<file path="src/rtl/abro_pkg.sv">
// Shared state encoding and output decode for the N-event ABRO controller.
package abro_pkg;

    typedef enum logic [1:0] {
        ST_WAIT = 2'b00,
        ST_FIRE = 2'b01,
        ST_DONE = 2'b10,
        ST_BAD  = 2'b11
    } abro_state_t;

    // Pulse mode drives o only in FIRE; level mode holds it through DONE.
    function automatic logic abro_o_decode(input abro_state_t s, input logic pulse);
        if (pulse)
            return (s == ST_FIRE);
        else
            return (s == ST_FIRE) || (s == ST_DONE);
    endfunction

endpackage

</file>
<file path="src/rtl/abro_seen_tracker.sv">
// Sticky N-bit OR-accumulator of observed events, with clear and enable.
module abro_seen_tracker #(
    parameter int N = 2
) (
    input  logic         clk,
    input  logic         reset_n,
    input  logic         clr,
    input  logic         en,
    input  logic [N-1:0] ev,
    output logic [N-1:0] seen,
    output logic         all_seen
);

    // Looks ahead at this cycle's events so completion is taken on the same edge.
    assign all_seen = &(seen | ev);

    always_ff @(posedge clk or negedge reset_n) begin
        if (!reset_n)
            seen <= '0;
        else if (clr)
            seen <= '0;
        else if (en)
            seen <= seen | ev;
    end

endmodule

</file>
<file path="src/rtl/abro_n_sm.sv">
// N-event ABRO controller: fires once all events are seen, blocks until restart r.
module abro_n_sm
    import abro_pkg::*;
#(
    parameter int N       = 2,
    parameter int PULSE_O = 1,
    parameter int CNT_W   = 8
) (
    input  logic             clk,
    input  logic             reset_n,
    input  logic             r,
    input  logic [N-1:0]     ev,
    output logic             o,
    output logic [N-1:0]     seen,
    output logic [1:0]       state,
    output logic [CNT_W-1:0] done_count
);

    abro_state_t state_q, state_d;
    logic        clr, en, inc, all_seen;

    abro_seen_tracker #(.N(N)) u_seen (
        .clk      (clk),
        .reset_n  (reset_n),
        .clr      (clr),
        .en       (en),
        .ev       (ev),
        .seen     (seen),
        .all_seen (all_seen)
    );

    always_ff @(posedge clk or negedge reset_n) begin
        if (!reset_n)
            state_q <= ST_WAIT;
        else
            state_q <= state_d;
    end

    always_comb begin
        state_d = state_q;
        clr     = 1'b0;
        en      = 1'b0;
        inc     = 1'b0;
        if (r) begin
            state_d = ST_WAIT;
            clr     = 1'b1;
        end else begin
            case (state_q)
                ST_WAIT: begin
                    en = 1'b1;
                    if (all_seen) begin
                        state_d = ST_FIRE;
                        inc     = 1'b1;
                    end
                end
                ST_FIRE: state_d = ST_DONE;
                ST_DONE: state_d = ST_DONE;
                ST_BAD: begin
                    state_d = ST_WAIT;
                    clr     = 1'b1;
                end
                default: begin
                    state_d = ST_WAIT;
                    clr     = 1'b1;
                end
            endcase
        end
    end

    // Completion count survives r; only reset_n clears it.
    always_ff @(posedge clk or negedge reset_n) begin
        if (!reset_n)
            done_count <= '0;
        else if (inc && (done_count != {CNT_W{1'b1}}))
            done_count <= done_count + 1'b1;
    end

    assign state = state_q;
    assign o     = abro_o_decode(state_q, PULSE_O != 0);

endmodule

</file>
<file path="config.mk">
export PLATFORM = sky130hd
export DESIGN_NAME = abro_n_sm
export DESIGN_NICKNAME = d
export VERILOG_FILES = /design/src/rtl/abro_pkg.sv /design/src/rtl/abro_seen_tracker.sv /design/src/rtl/abro_n_sm.sv
export SDC_FILE = /design/constraint.sdc
export NUM_CORES = 1
export LEC_CHECK = 0
export CELL_PAD_IN_SITES_DETAIL_PLACEMENT = 1
export CELL_PAD_IN_SITES_GLOBAL_PLACEMENT = 2
export CORE_ASPECT_RATIO = 0.9
export CORE_MARGIN = 10
export CORE_UTILIZATION = 25
export DETAILED_ROUTE_END_ITERATION = 7
export GPL_TIMING_DRIVEN = 0
export HOLD_SLACK_MARGIN = 0.05
export PLACE_DENSITY = 0.78
export SETUP_SLACK_MARGIN = 0.05
export SLEW_MARGIN = 20
export SYNTH_ARGS = -nofsm -noshare
export SYNTH_HDL_FRONTEND = slang
export SYNTH_SLANG_ARGS = --single-unit
</file>
<file path="constraint.sdc">
create_clock -name clk -period 1.7 [get_ports clk]
set_clock_uncertainty 0.05 [all_clocks]
set_input_delay 0.255 -clock clk [delete_from_list [all_inputs] [get_ports clk]]
set_output_delay 0.255 -clock clk [all_outputs]
set_load 0.01 [all_outputs]
</file>
## Yosys cells after proc, flatten, opt, wreduce, memory -nomap -nowiden

Index checks and enable logic that the tools add are counted.

| storage, ports and cells | value |
|---|---|
| output and inout bits | 13 |
| register bits after elaboration | 12 |
| input port bits | 5 |
| logic and storage cells | 27 |

| cells by class | value |
|---|---|
| multiplexer cells | 12 |
| reductions and logical operators | 5 |
| eq/ne operators | 5 |
| bitwise gates (word level) | 1 |
| add/sub/neg operators | 1 |

Operators with widths:

| operator | number |
|---|---|
| 8-bit by 1-bit adder with 8-bit output (second input constant) | 1 |
| 2-bit two-way mux | 4 |
| 8-bit inequality test (second input constant) | 1 |
| 1-bit two-way mux | 7 |
| 2-bit case mux with 3 select lines | 1 |
| 2-bit == test (second input constant) | 2 |
| 3-bit inequality test (second input constant) | 1 |
| 2-bit by 1-bit == test with 1-bit output (second input constant) | 1 |
| 2-bit logical NOT | 1 |
| 2-bit bitwise OR | 1 |
| 2-bit AND reduction | 1 |
| 2-bit nonzero test | 1 |
| 2-bit OR reduction | 1 |
| 1-bit logical AND | 1 |

## Longest topological paths before layout

Gate-level depths: netlist of the first run.

| logic depth | value |
|---|---|
| depth in word-level cells | 6 |
| depth in mapped cells | 7 |
| depth with buffers taken out | 6 |

## By module

Synthesis of the first run repeated with hierarchy kept, for this count alone.

| unflattened totals | value |
|---|---|
| cell total of the unflattened synthesis | 60 |
| area, all modules | 675.6 um^2 |

Modules (own cells, without submodules):

| module | area each (um^2) | instances | cells an instance |
|---|---|---|---|
| abro_n_sm | 599.3 | 1 | 53 |
| abro_seen_tracker | 76.3 | 1 | 7 |

## Least setup slack after synthesis of the first run

OpenSTA, ideal clock, no wires.

| path | value |
|---|---|
| path kind | register -> register |
| start | register state_q[0], in the netlist state[0] |
| end | register done_count[7] |
| arrival | 1.636 ns |
| path slack | -0.113 ns |
| stages on the path, launching flop included | 8 |
| required time | 1.522 ns |
| buffers on the path | 1 |
| clock period less this slack | 1.813 ns |
| path through | dfrtp_1 inv_1 ha_1 nand2b_1 or2_1 buf_6 nor3_2 mux2_1 |

| on the way | value |
|---|---|
| cells in the longest elaborated chain, start to end | 4 |

Ends and longest elaborated chain:

| what | RTL line | RTL |
|---|---|---|
| start: declaration | abro_n_sm.sv:19 | `abro_state_t state_q, state_d;` |
| start signal: assignment | abro_n_sm.sv:36 | `state_q <= state_d;` |
| 2-bit logical NOT | abro_n_sm.sv:48 | `case (state_q)` |
| 1-bit two-way mux | abro_n_sm.sv:48 |  |
| 1-bit two-way mux | abro_n_sm.sv:44 | `if (r) begin` |
| 1-bit logical AND | abro_n_sm.sv:74 | `else if (inc && (done_count != {CNT_W{1'b1}}))` |
| end signal: assignment | abro_n_sm.sv:75 | `done_count <= done_count + 1'b1;` |
| end: declaration | abro_n_sm.sv:16 | `output logic [CNT_W-1:0] done_count` |

No other way between the ends.
A chain may end at the register's enable or synchronous reset.

## Final worst setup path of the first run

| path | value |
|---|---|
| start | register state_q[1], in the netlist state[1] |
| end | register done_count[7] |

Same word-level chain as after synthesis.

==> out/qor.tcl, run 1 <==
set qor(outcome) {complete, no violations}
set qor(netlist_top_cells_count) {sky130_fd_sc_hd__dfrtp_1 (12), sky130_fd_sc_hd__nand2_1 (6), sky130_fd_sc_hd__xor2_1 (5), sky130_fd_sc_hd__a21oi_1 (4), sky130_fd_sc_hd__ha_1 (4)}
set qor(ys_dominant_reg_cell) {sky130_fd_sc_hd__dfrtp_1}
set qor(crit_path_end_kind) {flop}
set qor(finalCritPeriodShare) 0.971
set qor(max-vdd-ir-drop_mv) 0.653
set qor(synth_seq_area_share) 0.468
set qor(drt_drc_violations_left) 0
set qor(pwr_density_cell_nw_per_um2) 1190
set qor(placement.io_buffers) 17
set qor(cts.sink_count) 12
set qor(crit_type) {reg2reg}
set qor(synthDominantCellAreaShare) 0.468
set qor(grt_overflow_total) 0
set qor(totalWireLength_mm) 1.64
set qor(max-slew-margin-rel) 0.606
set qor(die_w_um) 73.4
set qor(worst_skew_pair.late_latency_ns) 0.27
set qor(total_count_of_hold_check_failures_in_the_final_report) 0
set qor(drt-pass1-iter-count) 2
set qor(antenna_found_initial) 0
set qor(max_clock_freq_ghz) 0.606
set qor(synth_top_cells_by_area) {sky130_fd_sc_hd__dfrtp_1 (47%), sky130_fd_sc_hd__ha_1 (7.8%), sky130_fd_sc_hd__xor2_1 (6.8%), sky130_fd_sc_hd__nor4b_4 (3.7%), sky130_fd_sc_hd__mux2_1 (3.5%)}
set qor(critPathArrivalTime_ns) 1.77
set qor(placeableCoreArea_um2) 2450
set qor(grt_pass1_wl_mm) 2.61
set qor(numCtsBuffers) 3
set qor(routed_wire_length_per_instance_um) 14.5
set qor(final.setup.tns_ns) 0
set qor(dieArea_um2) 5000
set qor(final_antenna_net_count) 0
set qor(chipHeight_um) 68.1
set qor(groute.usage.overall) 0.0688
set qor(report.power.total_uw) 1180
set qor(async_flop_share) 1.00
set qor(cts_tree) {built}
set qor(post_route_cells_drive_above_1_share) 0.353
set qor(min_period_ns) 1.65
set qor(final_nets) 96
set qor(io_pins) 18
set qor(via_per_inst) 4.54
set qor(cp-start-kind) {flop}
set qor(max_cap_viol_count) 0
set qor(ctsRootBufferMaster) {sky130_fd_sc_hd__clkbuf_4}
set qor(number_of_synthesized_flops_with_an_enable_pin) 0
set qor(yosys_register_bits) 12
set qor(drt_iter0_drc) 6
set qor(synthToLayoutAreaGrowth_pct) 54.4
set qor(post-synth-top-count-cell) {sky130_fd_sc_hd__dfrtp_1}
set qor(cts_max_path_buffers) 2
set qor(start_util) 0.262
set qor(leakage_uw) 0.000461
set qor(via_count) 513
set qor(cts_max_level) 1
set qor(num_rows) 17
set qor(first_global_vias) 548
set qor(rsz0062_at_grt) {true}
set qor(worst-slew-pin-transition_ns) 0.589
set qor(synthesis.instances) 56
set qor(gp_congestion) 0.645
set qor(synth.lib_cells_used.distinct) 24
set qor(synth.net_count) 65
set qor(dpl.hpwl_mm) 1.18
set qor(worst-path-max-fanout) 7
set qor(clk_transition_reported_paths_ns) 0.08
set qor(setup_viol) 0
set qor(synth_warnings) 0
set qor(maxSlewViolCount) 0
set qor(post_synth_instance_area_um2) 642
set qor(yosysTopAreaCell) {sky130_fd_sc_hd__dfrtp_1}
set qor(syn_avg_cell_area_um2) 11.5
set qor(antennaDiodeCount) 0
set qor(grt_max_degree) 13
set qor(holdCritPathClass) {in2async}
set qor(worst-endpoint-required_ns) 1.82
set qor(fillers) 280
-- per-stage QoR --
stage	utilization	std cells	cell area (µm²)	setup WS, ns	hold slack, ns
detailed placement	0.353	101	865	-0.255	0.455
global placement	0.353	101	865	-0.218	0.452
floorplan	-	56	659	-0.0216	-0.0906
finish	0.405	113	991	0.0490	0.299
CTS	0.387	109	946	0.00620	0.312
global route	0.405	113	991	-0.0376	0.349
-- cell usage in the layout (no fill, tap or decap), types with 2 or more instances in the layout --
master and instances:
sky130_fd_sc_hd__a21oi_1 4, sky130_fd_sc_hd__buf_4 9, sky130_fd_sc_hd__clkbuf_4 3, sky130_fd_sc_hd__clkdlybuf4s50_1 16, sky130_fd_sc_hd__dfrtp_1 12, sky130_fd_sc_hd__ha_1 2
sky130_fd_sc_hd__inv_2 2, sky130_fd_sc_hd__mux2_4 3, sky130_fd_sc_hd__nand2_1 5, sky130_fd_sc_hd__nand3_1 2, sky130_fd_sc_hd__nor3_1 3, sky130_fd_sc_hd__nor3_4 2
sky130_fd_sc_hd__xor2_1 5
-- final cells by class --
cell class / instances / area, µm² / area share
inverters: 2 / 7.51 / 0.00758
plain buffers: 1 / 11.3 / 0.0114
multi-input cells: 41 / 378 / 0.381
clock buffers: 3 / 22.5 / 0.0227
flip-flops and latches: 12 / 300 / 0.303
repair buffers: 26 / 236 / 0.239
well taps: 28 / 35.0 / 0.0354
-- layer usage --
metal  global-route usage  vias up  wire length [µm]
met5                    0        -                 0
met4               0.0628        0                42
met3               0.0202        4               122
met2                0.102       12               793
met1               0.0789      244               678
li1                     -      253                 -
-- path summary, 6_finish.rpt --
kind	end	slack [ns]	cells after the start	startpoint
worst max-delay path	done_count[7]$_DFFE_PN0P_	0.05	7	state[1]$_DFFE_PN0P_
worst min-delay path	done_count[2]$_DFFE_PN0P_	0.30	1	reset_n
worst max register to register	done_count[7]$_DFFE_PN0P_	0.05	7	state[1]$_DFFE_PN0P_
worst min register to register	done_count[5]$_DFFE_PN0P_	0.47	1	done_count[5]$_DFFE_PN0P_
max in group asynchronous	state[1]$_DFFE_PN0P_	0.91	1	reset_n
min in group clk	done_count[5]$_DFFE_PN0P_	0.47	1	done_count[5]$_DFFE_PN0P_
-- critical path, stage by stage (launching register included) --
cell and delay (ns):
sky130_fd_sc_hd__dfrtp_1 0.40, sky130_fd_sc_hd__inv_2 0.08, sky130_fd_sc_hd__ha_4 0.16, sky130_fd_sc_hd__nand2b_4 0.05
sky130_fd_sc_hd__or2_1 0.21, sky130_fd_sc_hd__buf_6 0.15, sky130_fd_sc_hd__nor3_4 0.13, sky130_fd_sc_hd__mux2_4 0.31
-- registers in the layout, summed over array words and instances (netlist names) --
name         cells
u_seen.seen      2
done_count       8
state            2
-- report_power, final --
part | internal (µW) | switching (µW)
Sequential | 361 | 97.0
Combinational | 320 | 220
Clock | 82.0 | 95.4
Total | 763 | 412
-- cell families (layout without fill, tap and decap cells) --
family	count (synthesis)	in the layout	synth area share
AND/OR/NAND/NOR	24	24	0.263
flip-flops	12	12	0.468
AO/OA/AOI/OAI	5	5	0.0409
XOR/XNOR	5	5	0.0682
adder cells (fa/ha/maj)	4	4	0.0780
multiplexers	3	3	0.0526
buffers and inverters	3	32	0.0292
-- what timing repair did --
item | in CTS | in global routing
setup buffers | 5 | 4
pin swaps | 1 | 5
resized for setup | 7 | 3
hold buffers | 0 | 0
endpoints found under the setup margin | 7 | 6
Power figures use the tool's default switching activity.
==> run 2, diff against run 1 <==
--- a/config.mk
+++ b/config.mk
@@ -9,11 +9,11 @@
 export CELL_PAD_IN_SITES_GLOBAL_PLACEMENT = 2
 export CORE_ASPECT_RATIO = 0.9
 export CORE_MARGIN = 10
-export CORE_UTILIZATION = 25
+export CORE_UTILIZATION = 30
 export DETAILED_ROUTE_END_ITERATION = 7
 export GPL_TIMING_DRIVEN = 0
 export HOLD_SLACK_MARGIN = 0.05
-export PLACE_DENSITY = 0.78
+export PLACE_DENSITY = 0.87
 export SETUP_SLACK_MARGIN = 0.05
 export SLEW_MARGIN = 20
 export SYNTH_ARGS = -nofsm -noshare
==> constraint.sdc (replaced) <==
create_clock -name clk -period 2 [get_ports clk]
set_clock_uncertainty 0.05 [all_clocks]
set_input_delay 0.3 -clock clk [delete_from_list [all_inputs] [get_ports clk]]
set_output_delay 0.3 -clock clk [all_outputs]
set_load 0.01 [all_outputs]
==> run 2 against run 1 <==
  * Combinational power fell by 32%
  * Global-route usage rose by 0.66 points
  * Cell area fell by 10%
  * Sequential cell count did not move
  * Largest power group is now sequential cells
==> out/qor.tcl, run 2 (synthesis results as in run 1) <==
set qor(min_period_ns) 1.84 ;# +0.189 ns
set qor(placement.io_buffers) 17 ;# unchanged
set qor(cp-start-kind) {flop}
set qor(final-seq-area_um2) 300 ;# unchanged
set qor(max_flop_register) {done_count}
set qor(multi_input_comb_area_um2) 335 ;# -11%
set qor(groute.usage.overall) 0.0754 ;# +0.00662
set qor(die_w_um) 68.8 ;# -6.3%
set qor(pwr-share-seq) 0.406 ;# +0.016
set qor(met2WireLength_um) 696 ;# -12%
set qor(outcome) {complete, no violations}
set qor(crit_type) {reg2reg}
set qor(layout_common_cells) {sky130_fd_sc_hd__clkdlybuf4s50_1 (17), sky130_fd_sc_hd__dfrtp_1 (12), sky130_fd_sc_hd__nand2_1 (6), sky130_fd_sc_hd__xor2_1 (5), sky130_fd_sc_hd__a21oi_1 (4)}
set qor(dieArea_um2) 4390 ;# -12%
set qor(final_nets) 87 ;# -9.4%
set qor(post_route_cells_drive_above_1_share) 0.182 ;# -0.171
set qor(worstPathBufferInverterCount) 2 ;# unchanged
set qor(synthToLayoutAreaGrowth_pct) 39.0
set qor(postCtsSetupBuffers) 0 ;# -5
set qor(clock_power_share) 0.207 ;# +0.056
set qor(cts_max_path_buffers) 2 ;# unchanged
set qor(grt_overflow_total) 0 ;# unchanged
set qor(via_count) 467 ;# -9.0%
set qor(num_rows) 15 ;# -2
set qor(p_sw_uw) 319 ;# -23%
set qor(layout_commonest_cell) {sky130_fd_sc_hd__clkdlybuf4s50_1}
set qor(layout.cell_area.non_filler_um2) 892 ;# -10%
set qor(cts_tree) {built}
set qor(fillers) 225 ;# -20%
set qor(critical-path-top-delay-family) {simple AND/OR/NAND/NOR gates}
set qor(hold_slack_ns) 0.322 ;# +0.0226 ns
set qor(placeableCoreArea_um2) 1970 ;# -19%
set qor(worst-path-max-fanout) 7 ;# unchanged
set qor(drt_iter0_drc) 7 ;# +1
set qor(first_global_vias) 539 ;# -1.6%
set qor(routed_wire_length_per_instance_um) 14.0 ;# -3.5%
set qor(ctsRootBufferMaster) {sky130_fd_sc_hd__clkbuf_4}
set qor(grt_pass1_wl_mm) 2.53 ;# -3.2%
set qor(wirelength_met1_um) 620 ;# -8.6%
set qor(clk_transition_reported_paths_ns) 0.08 ;# about the same
set qor(antennaDiodeCount) 0 ;# unchanged
set qor(power.switching_fraction) 0.338 ;# -0.0128
set qor(chipHeight_um) 63.9 ;# -6.2%
set qor(max-slew-margin-rel) 0.641 ;# +0.0355
set qor(setup_viol) 0 ;# unchanged
set qor(via_per_inst) 4.58 ;# +0.85%
set qor(antenna_found_initial) 0 ;# unchanged
set qor(grt_max_degree) 13 ;# unchanged
set qor(critical_path.cell_chain) {inv_1 > ha_4 > nand2b_1 > or2_1 > buf_6 > nor3_2 > mux2_1}
set qor(cts_max_level) 1 ;# unchanged
set qor(finalCritPeriodShare) 0.920 ;# -0.0509
set qor(worst-slew-pin-transition_ns) 0.536 ;# -0.0531 ns
set qor(rsz0062_at_grt) {false}
set qor(routed-wl-met3_um) 98 ;# -20%
set qor(holdCritPathClass) {in2async}
set qor(critPathArrivalTime_ns) 1.95 ;# +0.18 ns
set qor(drt-pass1-iter-count) 4 ;# +2
set qor(route.top_layer_used) {met4}
set qor(power_report.internal_total_uw) 625 ;# -18%
set qor(leakage_uw) 0.000389 ;# -16%
set qor(numCtsBuffers) 3 ;# unchanged
set qor(postPlaceCellArea_um2) 843 ;# -2.5%
set qor(max_cap_viol_count) 0 ;# unchanged
set qor(totalWireLength_mm) 1.43 ;# -13%
set qor(combinationalPowerShare) 0.388 ;# -0.071
set qor(pwr_density_cell_nw_per_um2) 1060 ;# -11%
set qor(dpl.hpwl_mm) 1.19 ;# +0.57%
set qor(max_clock_freq_ghz) 0.543 ;# -10%
set qor(worst-endpoint-required_ns) 2.11 ;# +0.29 ns
set qor(worst_skew_pair.late_latency_ns) 0.27 ;# about the same
set qor(cts.sink_count) 12 ;# unchanged
set qor(largest_register_ffs) 8 ;# unchanged
set qor(gp_congestion) 0.716 ;# +11%
set qor(maxSlewViolCount) 0 ;# unchanged
set qor(crit_path_top_delay_cell) {sky130_fd_sc_hd__dfrtp_1}
set qor(total_count_of_hold_check_failures_in_the_final_report) 0 ;# unchanged
set qor(max-vdd-ir-drop_mv) 0.551 ;# -16%
set qor(critical-path-max-stage-delay_ns) 0.42 ;# +0.02 ns
set qor(final_antenna_net_count) 0 ;# unchanged
set qor(start_util) 0.326 ;# +0.0633
set qor(drt_drc_violations_left) 0 ;# unchanged
set qor(io_pins) 18 ;# unchanged
set qor(crit_path_end_kind) {flop}
-- run 2: power by group through the flow --
stage               Combinational, µW  Sequential [µW]  Clock (µW)
floorplan                         144              407           0
global placement                  354              386           0
detailed placement                357              392           0
CTS                               361              387         201
global route                      409              398         220
finish                            366              383         195
-- run 2: repair_timing --
item	CTS	global route
resized for setup	0	2
hold buffers	0	0
endpoints found under the hold margin	0	0
setup endpoints to repair	0	5
-- run 2: path summary, 6_finish.rpt --
check | startpoint | cells after the start | slack (ns) | endpoint
worst max-delay path | state[0]$_DFFE_PN0P_ | 7 | 0.16 | done_count[7]$_DFFE_PN0P_
max in group asynchronous | reset_n | 1 | 1.22 | state[1]$_DFFE_PN0P_
worst min register to register | done_count[5]$_DFFE_PN0P_ | 1 | 0.46 | done_count[5]$_DFFE_PN0P_
worst max register to register | state[0]$_DFFE_PN0P_ | 7 | 0.16 | done_count[7]$_DFFE_PN0P_
min in group clk | done_count[5]$_DFFE_PN0P_ | 1 | 0.46 | done_count[5]$_DFFE_PN0P_
worst min-delay path | reset_n | 1 | 0.32 | done_count[0]$_DFFE_PN0P_
-- run 2: stage by stage --
| step | power (µW) | worst slack, ns | TNS (ns) | cells | util |
|---|---|---|---|---|---|
| 6_report | 945 | 0.160 | 0 | 102 | 0.453 |
| 3_3_place_gp | 739 | -0.00673 | -0.00673 | 98 | 0.428 |
| 4_1_cts | 949 | 0.0979 | 0 | 102 | 0.446 |
| 2_1_floorplan | 551 | 0.187 | 0 | 56 | - |
| 5_1_grt | 1030 | 0.0572 | 0 | 102 | 0.453 |
| 3_5_place_dp | 749 | -0.0124 | -0.0124 | 98 | 0.428 |
-- run 2: cell type report --
cell class / count / area share
sequential: 12 / 0.337
inverter: 2 / 0.00842
tap: 25 / 0.0351
timing repair buffer: 17 / 0.191
buffer: 1 / 0.0126
multi-input combinational: 41 / 0.376
clock buffer: 4 / 0.0407
-- run 2: layer usage --
metal,vias to the layer above,track usage
met4,0,0.0443
li1,233,-
met3,2,0.0261
met1,226,0.0897
met5,-,0
met2,6,0.113
==> run 3, diff against run 2 <==
--- a/config.mk
+++ b/config.mk
@@ -12,7 +12,7 @@
 export CORE_UTILIZATION = 30
 export DETAILED_ROUTE_END_ITERATION = 7
 export GPL_TIMING_DRIVEN = 0
-export HOLD_SLACK_MARGIN = 0.05
+export HOLD_SLACK_MARGIN = 0.15
 export PLACE_DENSITY = 0.87
 export SETUP_SLACK_MARGIN = 0.05
 export SLEW_MARGIN = 20
==> results of run 3 <==
Final layout, timing and power as in run 2 (identical DEF).
